==> config.mk <==
export PLATFORM = sky130hd
export DESIGN_NAME = sd_boot_loader
export DESIGN_NICKNAME = d
export VERILOG_FILES = /design/src/rtl/sd_boot_loader.sv
export SDC_FILE = /design/constraint.sdc
export NUM_CORES = 1
export LEC_CHECK = 0
export BUFFER_PORTS_ARGS = -buffer_cell sky130_fd_sc_hd__buf_2
export CAP_MARGIN = 20
export CORE_AREA = 3 3 134 136
export DETAILED_ROUTE_END_ITERATION = 7
export DIE_AREA = 0 0 137 139
export SLEW_MARGIN = 20
export SYNTH_ARGS = -nofsm -noshare
export SYNTH_HDL_FRONTEND = slang
export SYNTH_SLANG_ARGS = --single-unit
==> constraint.sdc <==
create_clock -name boot_clk_i -period 2.9 [get_ports boot_clk_i]
set_input_delay 0.58 -clock boot_clk_i [delete_from_list [all_inputs] [get_ports boot_clk_i]]
set_output_delay 0.58 -clock boot_clk_i [all_outputs]
set_load 0.01 [all_outputs]
==> src/rtl/sd_boot_loader.sv <==
// Boot sequencer: fetches a MAGIC/LEN-headed image from the SD controller into instruction RAM,
// then releases the CPU. Define BOOT_CHECKSUM_EN to fetch and verify a trailing checksum word.
//
// state     | meaning
// ----------+------------------------------------------------------------
// IDLE      | waiting for boot_start_i after reset
// REQ       | present the SD address of word idx and raise word_req_o
// WAIT      | hold the request until word_valid_i or timeout
// HDR_MAGIC | compare captured word against MAGIC
// HDR_LEN   | range-check and latch the payload length
// LOAD      | RAM write issued; accumulate and advance the index
// CHECK     | compare trailing checksum word against the accumulator
// DONE      | image loaded, CPU released
// ERROR     | aborted, err_code_o latched, CPU held in reset
module sd_boot_loader #(
  parameter int          MEM_AW       = 12,
  parameter logic [31:0] SD_BASE_ADDR = 32'h0000_0000,
  parameter logic [31:0] ADDR_STEP    = 32'd4,
  parameter logic [31:0] MAGIC        = 32'h5369_5250,
  parameter logic [19:0] TIMEOUT_CYC  = 20'hF_FFFF
) (
  input  logic              boot_clk_i,
  input  logic              boot_rst_i,
  input  logic              boot_start_i,
  input  logic              word_valid_i,
  input  logic [31:0]       word_data_i,
  output logic [31:0]       sd_address_o,
  output logic              word_req_o,
  output logic              mem_we_o,
  output logic [MEM_AW-1:0] mem_addr_o,
  output logic [31:0]       mem_data_o,
  output logic              cpu_rst_o,
  output logic              boot_done_o,
  output logic              boot_err_o,
  output logic [2:0]        err_code_o
);

  localparam int          IW      = MEM_AW + 2;
  localparam logic [31:0] MAX_LEN = 32'(1) << MEM_AW;

  typedef enum logic [3:0] {
    S_IDLE, S_REQ, S_WAIT, S_HDR_MAGIC, S_HDR_LEN, S_LOAD, S_CHECK, S_DONE, S_ERROR
  } state_t;

  state_t          state_q;
  logic [IW-1:0]   idx_q;
  logic [IW-1:0]   len_q;
  logic [IW-1:0]   idx_m2;
  logic [31:0]     word_q;
  logic [19:0]     tmo_q;
`ifdef BOOT_CHECKSUM_EN
  logic [31:0]     sum_q;
`endif

  assign idx_m2 = idx_q - IW'(2);

  always_ff @(posedge boot_clk_i or negedge boot_rst_i) begin
    if (!boot_rst_i) begin
      state_q      <= S_IDLE;
      idx_q        <= '0;
      len_q        <= '0;
      word_q       <= '0;
      tmo_q        <= '0;
      sd_address_o <= SD_BASE_ADDR;
      word_req_o   <= 1'b0;
      mem_we_o     <= 1'b0;
      mem_addr_o   <= '0;
      mem_data_o   <= '0;
      cpu_rst_o    <= 1'b1;
      boot_done_o  <= 1'b0;
      boot_err_o   <= 1'b0;
      err_code_o   <= 3'd0;
`ifdef BOOT_CHECKSUM_EN
      sum_q        <= '0;
`endif
    end else begin
      mem_we_o <= 1'b0;
      case (state_q)
        S_IDLE, S_DONE, S_ERROR: begin
          if (boot_start_i) begin
            idx_q       <= '0;
            err_code_o  <= 3'd0;
            boot_done_o <= 1'b0;
            boot_err_o  <= 1'b0;
            cpu_rst_o   <= 1'b1;
`ifdef BOOT_CHECKSUM_EN
            sum_q       <= '0;
`endif
            state_q     <= S_REQ;
          end
        end
        S_REQ: begin
          sd_address_o <= SD_BASE_ADDR + 32'(idx_q) * ADDR_STEP;
          word_req_o   <= 1'b1;
          tmo_q        <= '0;
          state_q      <= S_WAIT;
        end
        S_WAIT: begin
          // a valid strobe in the timeout cycle still counts as a delivered word
          if (word_valid_i) begin
            word_q     <= word_data_i;
            word_req_o <= 1'b0;
            tmo_q      <= '0;
            if (idx_q == IW'(0)) begin
              state_q <= S_HDR_MAGIC;
            end else if (idx_q == IW'(1)) begin
              state_q <= S_HDR_LEN;
`ifdef BOOT_CHECKSUM_EN
            end else if (idx_q == len_q + IW'(2)) begin
              state_q <= S_CHECK;
`endif
            end else begin
              // RAM write issued here so it lands one cycle after the strobe
              mem_we_o   <= 1'b1;
              mem_addr_o <= idx_m2[MEM_AW-1:0];
              mem_data_o <= word_data_i;
              state_q    <= S_LOAD;
            end
          end else if (tmo_q == TIMEOUT_CYC - 20'd1) begin
            word_req_o <= 1'b0;
            boot_err_o <= 1'b1;
            err_code_o <= 3'd3;
            state_q    <= S_ERROR;
          end else begin
            tmo_q <= tmo_q + 20'd1;
          end
        end
        S_HDR_MAGIC: begin
          if (word_q != MAGIC) begin
            boot_err_o <= 1'b1;
            err_code_o <= 3'd1;
            state_q    <= S_ERROR;
          end else begin
            idx_q   <= idx_q + IW'(1);
            state_q <= S_REQ;
          end
        end
        S_HDR_LEN: begin
          if (word_q == 32'd0 || word_q > MAX_LEN) begin
            boot_err_o <= 1'b1;
            err_code_o <= 3'd2;
            state_q    <= S_ERROR;
          end else begin
            len_q   <= word_q[IW-1:0];
            idx_q   <= idx_q + IW'(1);
            state_q <= S_REQ;
          end
        end
        S_LOAD: begin
          idx_q <= idx_q + IW'(1);
`ifdef BOOT_CHECKSUM_EN
          sum_q   <= sum_q + word_q;
          // after the last payload word the checksum word still has to be fetched
          state_q <= S_REQ;
`else
          if (idx_q == len_q + IW'(1)) begin
            cpu_rst_o   <= 1'b0;
            boot_done_o <= 1'b1;
            state_q     <= S_DONE;
          end else begin
            state_q <= S_REQ;
          end
`endif
        end
`ifdef BOOT_CHECKSUM_EN
        S_CHECK: begin
          if (word_q != sum_q) begin
            boot_err_o <= 1'b1;
            err_code_o <= 3'd4;
            state_q    <= S_ERROR;
          end else begin
            cpu_rst_o   <= 1'b0;
            boot_done_o <= 1'b1;
            state_q     <= S_DONE;
          end
        end
`endif
        default: state_q <= S_IDLE;
      endcase
    end
  end

endmodule

==> impl_metrics.tcl, run 1 <==
set metrics [dict create \
    cts_made_buffers 17 \
    grt-ovfl-total 0 \
    mostFrequentLayoutCells "dfrtp_1 (148), nand2_1 (140), buf_2 (99), mux2_2 (64), nor2_1 (44)" \
    critPathTopFamily "simple AND/OR/NAND/NOR gates" \
    drtIter0Drc 359 \
    yosysSeqAreaShare 0.4947 \
    hold_ws_ns 0.05225 \
    cts_setup_buffers 0 \
    synthFlopType "dfrtp_1" \
    r2r-end "cpu_rst_o" \
    crit_arrival_ns 2.91 \
    synth-async-reset-ratio 1.000 \
    synthCells 762 \
    ir_drop_uv 580.0 \
    hold_path_class "input pin to async pin" \
    synth_warnings 0 \
    area_delta_synth_final_pct 18.44 \
    antenna_found_initial 0 \
    layout_commonest_cell "dfrtp_1" \
    rrSetupSlack_ns 0.35 \
    slew_viol_final 0 \
    timing.slew.headroom 0.4850 \
    syn-cell-area_sq_um 7540 \
    gp_congestion 0.9473 \
    synth_top_area_frac 0.4912 \
    finalSetupViolations 0 \
    port_buffers 100 \
    drive_gt1_frac 0.2662 \
    postSynthAreaPerCell_sq_um 9.895 \
    cts-root-buf "clkbuf_16" \
    routed_via_density 5.336 \
    max_freq_mhz 391.7 \
    outcome "finished, final reports clean" \
    start_util 0.4420 \
    critPathMaxStageDelay_ns 0.57 \
    grt_max_degree 79 \
    placed_area_sq_um 8304 \
    crit_fanout 7 \
    netlist_top_cells_area "dfrtp_1 (49%), mux2_2 (9.6%), nand2_1 (7.0%), xnor2_1 (2.2%), nor2_1 (2.2%)" \
    synth-seq-cells 149 \
    cts_tree "built" \
    fin_ws_ns 0.3471 \
    fin_crit_sh 0.8803 \
    synth_edf_count 0 \
    cpMostUsedCell "o22ai_1" \
    grt_usage 0.1924 \
    wl_microns 17800 \
    critical_path_class "flip-flop to flip-flop" \
    r2r_start "len_q[0]" \
    layout.nets 910 \
    path_clk_slew_ns 0.06 \
    clockBufferDepth 2 \
    std_cell_rows 48 \
    tns_ns 0 \
    leakage_nw 4.315 \
    path_cells "ha_1 -> and3_1 -> or4_1 -> o22ai_1 -> o22ai_1 -> or4_4 -> a21boi_1" \
    insertion_delay_ns 0.42 \
    tightestPinTransition_ns 0.7710 \
    io_pins 120 \
    cts_max_level 4 \
    drcViolationCount 0 \
    rr_worst_depth 7 \
    grt_pass1_vias 5803 \
    period_needed_ns 2.553 \
    grt_pass1_wl_microns 29610 \
    nFillCells 1590 \
    cp_slowest_cell "or4_4" \
    final_area_sq_um 8930 \
    yosys.area.top_type "dfrtp_1" \
    wl_per_cell_microns 16.11 \
    die_area_sq_um 19040 \
    ant_nets 0 \
    vias 5896 \
    fp.dieW_microns 137 \
    ff_latch_area_sq_um 3730 \
    postCtsHoldBufs 0 \
    fin_worst_skew_ns 0.007689 \
    die_h_microns 139 \
    critPathBufInv 0 \
    startpoint_type "flip-flop" \
    required_ns 3.26 \
    firstDrtPassIters 5 \
    core_area_sq_um 17060 \
    cts_resized 0 \
    endpoint_kind "flip-flop" \
    rsz0062_at_grt "false" \
    multiInputGateArea_sq_um 3492 \
    pre_cts_slack_ns 0.2012 \
    cts.sinks 149 \
    pwr_density_cell_nw_per_um2 884.5 \
    synth_cell_types 62 \
    post-dp-hpwl_microns 12750 \
    finalHoldViolations 0 \
    maxCapViolations 0 \
]
## state kept, by name, indices dropped and copies added, names as in the netlist
signal        cells
idx_q            14
err_code_o        2
cpu_rst_o         1
len_q            14
boot_done_o       1
state_q           4
word_req_o        1
sd_address_o     14
word_q           32
mem_data_o       32
boot_err_o        1
mem_addr_o       12
tmo_q            20
mem_we_o          1
## stage by stage
step / std cells / power [mW] / utilization
global route: 1104 / 8.436 / 0.5234
floorplan: 780 / 4.803 / -
finish: 1105 / 7.898 / 0.5235
global placement: 1071 / 5.622 / 0.4869
detailed placement: 1071 / 5.703 / 0.4869
CTS: 1103 / 7.972 / 0.5218
## kinds of logic after synthesis
| kind of cell | synth area share |
|---|---|
| other | 0.0004974 |
| adders and majority gates | 0.01328 |
| and+or+nand+nor | 0.1930 |
| buffers and inverters | 0.05277 |
| DFF | 0.4947 |
| xor gates and xnor gates | 0.04298 |
| AOI/OAI and AO/OA | 0.1017 |
| muxes | 0.1011 |
## area by class of cell
class / instances / share of cell area
clock inverter: 14 / 0.01864
clock buffer: 18 / 0.04806
tap: 225 / 0.03153
timing repair buffer: 127 / 0.08309
sequential: 149 / 0.4177
inverter: 23 / 0.009668
multi-input combinational: 548 / 0.3911
antenna: 1 / 0.0002802
## cells in the mapped netlist (2+ instances only)
library cell  count
o2111ai_1         5
a21oi_1          21
and2_1            5
o22ai_1          10
nor3_1           12
xnor2_1          19
a211oi_1          8
nor4_1           12
nand2_1         140
and4_1            5
dfrtp_1         148
xor2_1           18
mux2i_1           3
a211o_1           4
o21ai_0          25
ha_1              8
a31oi_1           3
or4_1             6
inv_1            23
buf_4            19
a31o_2            2
nor2_1           44
or3_1             6
a22o_1            2
nand4_1          12
o211ai_1         13
mux2_2           64
nor2b_1          10
nand2b_1          6
and3_1           16
buf_2            12
a21boi_0          3
clkbuf_1         28
o31ai_1           5
nand3_1          18
## where the power goes
part | switching, mW | leakage, nW | total, mW | internal, mW
logic | 1.46 | 2.10 | 2.60 | 1.14
registers | 0.406 | 1.93 | 3.07 | 2.67
clock network | 0.928 | 0.288 | 2.22 | 1.30
total | 2.79 | 4.31 | 7.90 | 5.10
## how the worst max path moves through the flow
stage               startpoint       endpoint  slack [ns]  cells after the start
floorplan             len_q[0]      cpu_rst_o        0.52                      8
global placement    state_q[1]  mem_addr_o[2]        0.34                      6
detailed placement  state_q[1]  mem_addr_o[2]        0.20                      6
CTS                 state_q[1]  mem_addr_o[2]        0.15                      6
global route        state_q[1]      tmo_q[19]        0.22                      6
finish                len_q[0]      cpu_rst_o        0.35                      7
## layer usage
layer | wire length, microns | up-vias | GRT usage
met5 | 0 | - | 0
met1 | 8277 | 2835 | 0.2655
met3 | 941 | 24 | 0.03737
li1 | - | 2842 | -
met4 | 354 | 0 | 0.06408
met2 | 8227 | 195 | 0.3047
(Power assumes the default switching activity.)
==> run 2, diff against run 1 <==
Settings changed: MAX_ROUTING_LAYER set to met4.
==> run 2 against run 1 <==
  * Total power decreased by 0.30%
  * Wire length fell by 0.61%
  * Global-route usage is 0.41 points higher
  * Count of clock-buffer cells in the layout decreased by 1
  * Sequential power hardly changed
  * Non-clock buffer count is 1 lower
  * Clock power about the same
  * Sequential share of layout area is essentially flat
  * Maximum frequency fell by 0.98%
  * Flip-flop and latch count stayed put
==> impl_metrics.tcl, run 2 (synthesis results as in run 1) <==
set metrics [dict create \
    pwr_density_cell_nw_per_um2 881.6 \
    drive_gt1_frac 0.2665 \
    grt_pass1_vias 5943 \
    critPathMaxStageDelay_ns 0.49 \
    max_freq_mhz 387.9 \
    cts_setup_buffers 0 \
    p_clk_frac 0.279 \
    nFillCells 1555 \
    cts.sinks 149 \
    dr.max_layer_used "met4" \
    swShare 0.3676 \
    grt_pass1_wl_microns 29410 \
    insertion_delay_ns 0.43 \
    tns_ns 0 \
    rr_worst_depth 7 \
    cpMostUsedCell "and3_1" \
    period_needed_ns 2.578 \
    reg_top3 "mem_data_o (32), word_q (32), tmo_q (20)" \
    layout.nets 909 \
    drtIter0Drc 279 \
    instances_no_fill 1103 \
    p_comb_frac 0.332 \
    hold_ws_ns 0.09237 \
    io_pins 120 \
    critPathTopFamily "simple AND/OR/NAND/NOR gates" \
    finalSetupViolations 0 \
    cp_slowest_cell "a2111oi_0" \
    critical_path_class "flip-flop to flip-flop" \
    total_power_mw 7.875 \
    required_ns 3.26 \
    grt-ovfl-total 0 \
    tightestPinTransition_ns 0.7862 \
    timing.slew.headroom 0.4748 \
    rrSetupSlack_ns 0.32 \
    path_clk_slew_ns 0.07 \
    wl_met3_microns 837 \
    wl_per_cell_microns 16.04 \
    fp.dieW_microns 137 \
    endpoint_kind "flip-flop" \
    antenna_found_initial 0 \
    dp.cells 1070 \
    cts_resized 0 \
    routed_via_density 5.364 \
    path_cells "ha_1 -> and3_1 -> and3_1 -> a2111oi_0 -> o32ai_1 -> or4_4 -> a21boi_1" \
    final_util 0.5237 \
    port_buffers 100 \
    wl_met2_microns 8616 \
    p_sw_mw 2.895 \
    fin_worst_skew_ns 0.01477 \
    startpoint_type "flip-flop" \
    rsz0062_at_grt "false" \
    gp_congestion 0.9651 \
    slew_viol_final 0 \
    crit_fanout 7 \
    critPathBufInv 0 \
    ir_drop_uv 513.6 \
    maxCapViolations 0 \
    mostFrequentLayoutCells "dfrtp_1 (148), nand2_1 (140), buf_2 (99), mux2_2 (64), nor2_1 (44)" \
    layout_commonest_cell "dfrtp_1" \
    postCtsHoldBufs 0 \
    vias 5917 \
    intPower_mw 4.980 \
    firstDrtPassIters 5 \
    cts_tree "built" \
    fin_crit_sh 0.8891 \
    cts_made_buffers 17 \
    start_util 0.4420 \
    outcome "finished, final reports clean" \
    wl_met1_microns 8051 \
    crit_arrival_ns 2.93 \
    post-dp-hpwl_microns 12800 \
    grt_max_degree 79 \
    r2r_start "len_q[0]" \
    leakage_nw 4.315 \
    clockBufferDepth 2 \
    cts-root-buf "clkbuf_16" \
    wl_microns 17690 \
    ff_latch_area_sq_um 3730 \
    p_seq_frac 0.389 \
    area_delta_synth_final_pct 18.47 \
    r2r-end "cpu_rst_o" \
    die_area_sq_um 19040 \
    n_antenna_cell 0 \
    multiInputGateArea_sq_um 3492 \
    hold_path_class "input pin to async pin" \
    drcViolationCount 0 \
    grt_usage 0.1965 \
    finalHoldViolations 0 \
    core_area_sq_um 17060 \
    ant_nets 0 \
    die_h_microns 139 \
    std_cell_rows 48 \
    cts_max_level 4 \
]
run 2: cell count changes in the layout (fill, tap and decap cells not counted), moves of 2 or more:
cell / before / now
inv_8: 3 / 6
bufinv_16: 2 / 0
clkinv_4: 2 / 0
clkinv_8: 0 / 5
run 2: cell type report:
type,instances,share of cell area
Clock buffer,17,0.04763
Clock inverter,15,0.02045
Inverter,23,0.009665
Multi-Input combinational cell,548,0.3910
Sequential cell,149,0.4176
Tap cell,225,0.03152
Timing Repair Buffer,126,0.08222
run 2: how the worst max path moves through the flow:
stage                     slack (ns)  startpoint             to  cells past startpoint
final                           0.32    len_q[0]      cpu_rst_o                      7
after global routing            0.21    tmo_q[5]       tmo_q[3]                      7
after global placement          0.33  state_q[1]  mem_addr_o[2]                      6
after floorplan                 0.52    len_q[0]      cpu_rst_o                      8
after CTS                       0.13  state_q[1]  mem_addr_o[3]                      7
after detailed placement        0.14  state_q[1]  mem_addr_o[3]                      7
run 2: power groups by stage:
stage	logic [mW]	clock network, mW	registers, mW
2_1_floorplan	1.64	0	3.16
3_3_place_gp	2.55	0	3.08
3_5_place_dp	2.62	0	3.10
4_1_cts	2.63	2.26	3.07
5_1_grt	2.92	2.35	3.16
6_report	2.61	2.20	3.07
run 2: metal layers:
layer | GRT usage | vias to the layer above
met5 | - | -
met3 | 0.03338 | 15
li1 | - | 2849
met1 | 0.2546 | 2880
met4 | 0.05620 | 0
met2 | 0.3178 | 173
run 2: metrics by stage:
stage          setup slack, ns  area [sq um]
2_1_floorplan           0.5231          7607
3_3_place_gp            0.3313          8297
3_5_place_dp            0.1403          8297
4_1_cts                 0.1318          8905
5_1_grt                 0.2087          8932
6_report                0.3217          8932
==> run 3, diff against run 2 <==
Settings changed: RECOVER_POWER set to 100.
==> run 3 against run 2 <==
  * The flow now finishes with violations (max-capacitance violations, max-slew violations)
  * Critical path depth unchanged
  * Via count decreased by 0.10%
  * Non-clock buffer count unchanged
  * Clock skew decreased by 0.0016 ns
  * Register-to-register slack got worse by 0.09 ns
  * Cell area decreased by 1.1%
  * Sequential power about the same
  * Critical endpoint unchanged
  * Largest cell class unchanged
  * Highest routed layer unchanged
==> impl_metrics.tcl, run 3 (synthesis results as in run 1) <==
set metrics [dict create \
    outcome "finished, violations left" \
    violations "max-capacitance violations, max-slew violations" \
    critPathTopFamily "simple AND/OR/NAND/NOR gates" \
    total_power_mw 7.782 \
    maxCapViolations 1 \
    critPathBufInv 0 \
    cts_max_level 4 \
    startpoint_type "flip-flop" \
    layout.nets 909 \
    antenna_found_initial 0 \
    core_area_sq_um 17060 \
    rrSetupSlack_ns 0.24 \
    critPathMaxStageDelay_ns 0.54 \
    reg_top3 "mem_data_o (32), word_q (32), tmo_q (20)" \
    required_ns 3.25 \
    vias 5911 \
    placed_area_sq_um 8297 \
    fp.dieW_microns 137 \
    fin_worst_skew_ns 0.01320 \
    postCtsHoldBufs 0 \
    start_util 0.4420 \
    pwr_density_cell_nw_per_um2 881.4 \
    finalHoldViolations 0 \
    die_area_sq_um 19040 \
    nFillCells 1596 \
    gp_congestion 0.9651 \
    critical_path_class "flip-flop to flip-flop" \
    max_freq_mhz 375.3 \
    drtIter0Drc 339 \
    final_util 0.5177 \
    io_pins 120 \
    crit_arrival_ns 3.02 \
    insertion_delay_ns 0.43 \
    drcViolationCount 0 \
    slew_viol_final 47 \
    layout_commonest_cell "dfrtp_1" \
    std_cell_rows 48 \
    grt_max_degree 79 \
    timing.slew.headroom -0.4367 \
    grt_pass1_vias 5943 \
    path_cells "ha_1 -> and3_1 -> and3_1 -> a2111oi_0 -> o32ai_1 -> or4_1 -> a21boi_0" \
    firstDrtPassIters 4 \
    cp_slowest_cell "or4_1" \
    post-dp-hpwl_microns 12800 \
    fin_crit_sh 0.9188 \
    mostFrequentLayoutCells "dfrtp_1 (148), nand2_1 (140), clkbuf_1 (67), mux2_2 (64), nor2_1 (44)" \
    wl_per_cell_microns 16.05 \
    leakage_nw 4.089 \
    die_h_microns 139 \
    path_clk_slew_ns 0.07 \
    tns_ns 0 \
    cts_setup_buffers 0 \
    routed_via_density 5.359 \
    final_area_sq_um 8830 \
    grt_pass1_wl_microns 29410 \
    cts_made_buffers 17 \
    port_buffers 100 \
    tightestPinTransition_ns 2.155 \
    grt_usage 0.1965 \
    drive_gt1_frac 0.1868 \
    cts-root-buf "clkbuf_16" \
    hold_path_class "input pin to flip-flop" \
    cts_tree "built" \
    finalSetupViolations 0 \
    wl_microns 17710 \
    cts_resized 0 \
    ant_nets 0 \
    period_needed_ns 2.665 \
    clockBufferDepth 2 \
    cts.sinks 149 \
    crit_fanout 7 \
    n_antenna_cell 0 \
    grt-ovfl-total 0 \
    rsz0062_at_grt "false" \
    cpMostUsedCell "and3_1" \
    endpoint_kind "flip-flop" \
    ir_drop_uv 507.3 \
    area_delta_synth_final_pct 17.11 \
]
==> run 3: cell type report <==
cell class,count,area [sq um],share of cell area
Inverter,23,86.33,0.009778
Tap cell,225,281.5,0.03188
Timing Repair Buffer,126,640.6,0.07255
Clock inverter,15,182.7,0.02069
Multi-Input combinational cell,548,3483,0.3945
Clock buffer,17,425.4,0.04818
Sequential cell,149,3730,0.4224
==> run 3: report_power, final <==
| part | switching (mW) | total (mW) | internal [mW] |
|---|---|---|---|
| registers | 0.408 | 3.07 | 2.67 |
| logic | 1.47 | 2.51 | 1.04 |
| clock network | 1.02 | 2.20 | 1.17 |
==> run 3: final timing paths <==
path	startpoint	endpoint	cells after the start
worst max-delay path	len_q[0]	cpu_rst_o	7
worst min-delay path	word_data_i[15]	word_q[15]	3
worst max register to register	len_q[0]	cpu_rst_o	7
worst min register to register	cpu_rst_o	cpu_rst_o	2
max in group asynchronous	boot_rst_i	cpu_rst_o	2
min in group asynchronous	boot_rst_i	idx_q[2]	1
==> run 3: through the flow <==
step	hold slack, ns	setup WS [ns]	instances
3_5_place_dp	0.4571	0.1403	1070
3_3_place_gp	0.4545	0.3313	1070
6_report	0.3581	0.2354	1103
5_1_grt	0.3590	0.1047	1103
4_1_cts	0.08637	0.1318	1102
2_1_floorplan	0.2844	0.5231	780
==> run 3: per-layer routing <==
layer,vias to the layer above,global-route usage,wire (microns)
li1,2850,-,-
met1,2873,0.2546,8079
met2,171,0.3178,8613
met3,17,0.03338,810
met4,0,0.05620,204
met5,-,-,0
==> run 3: tightest hold or removal path, cell delays in order <==
cell     delay, ns
buf_2         0.09
nand2_1       0.04
nand2_1       0.04
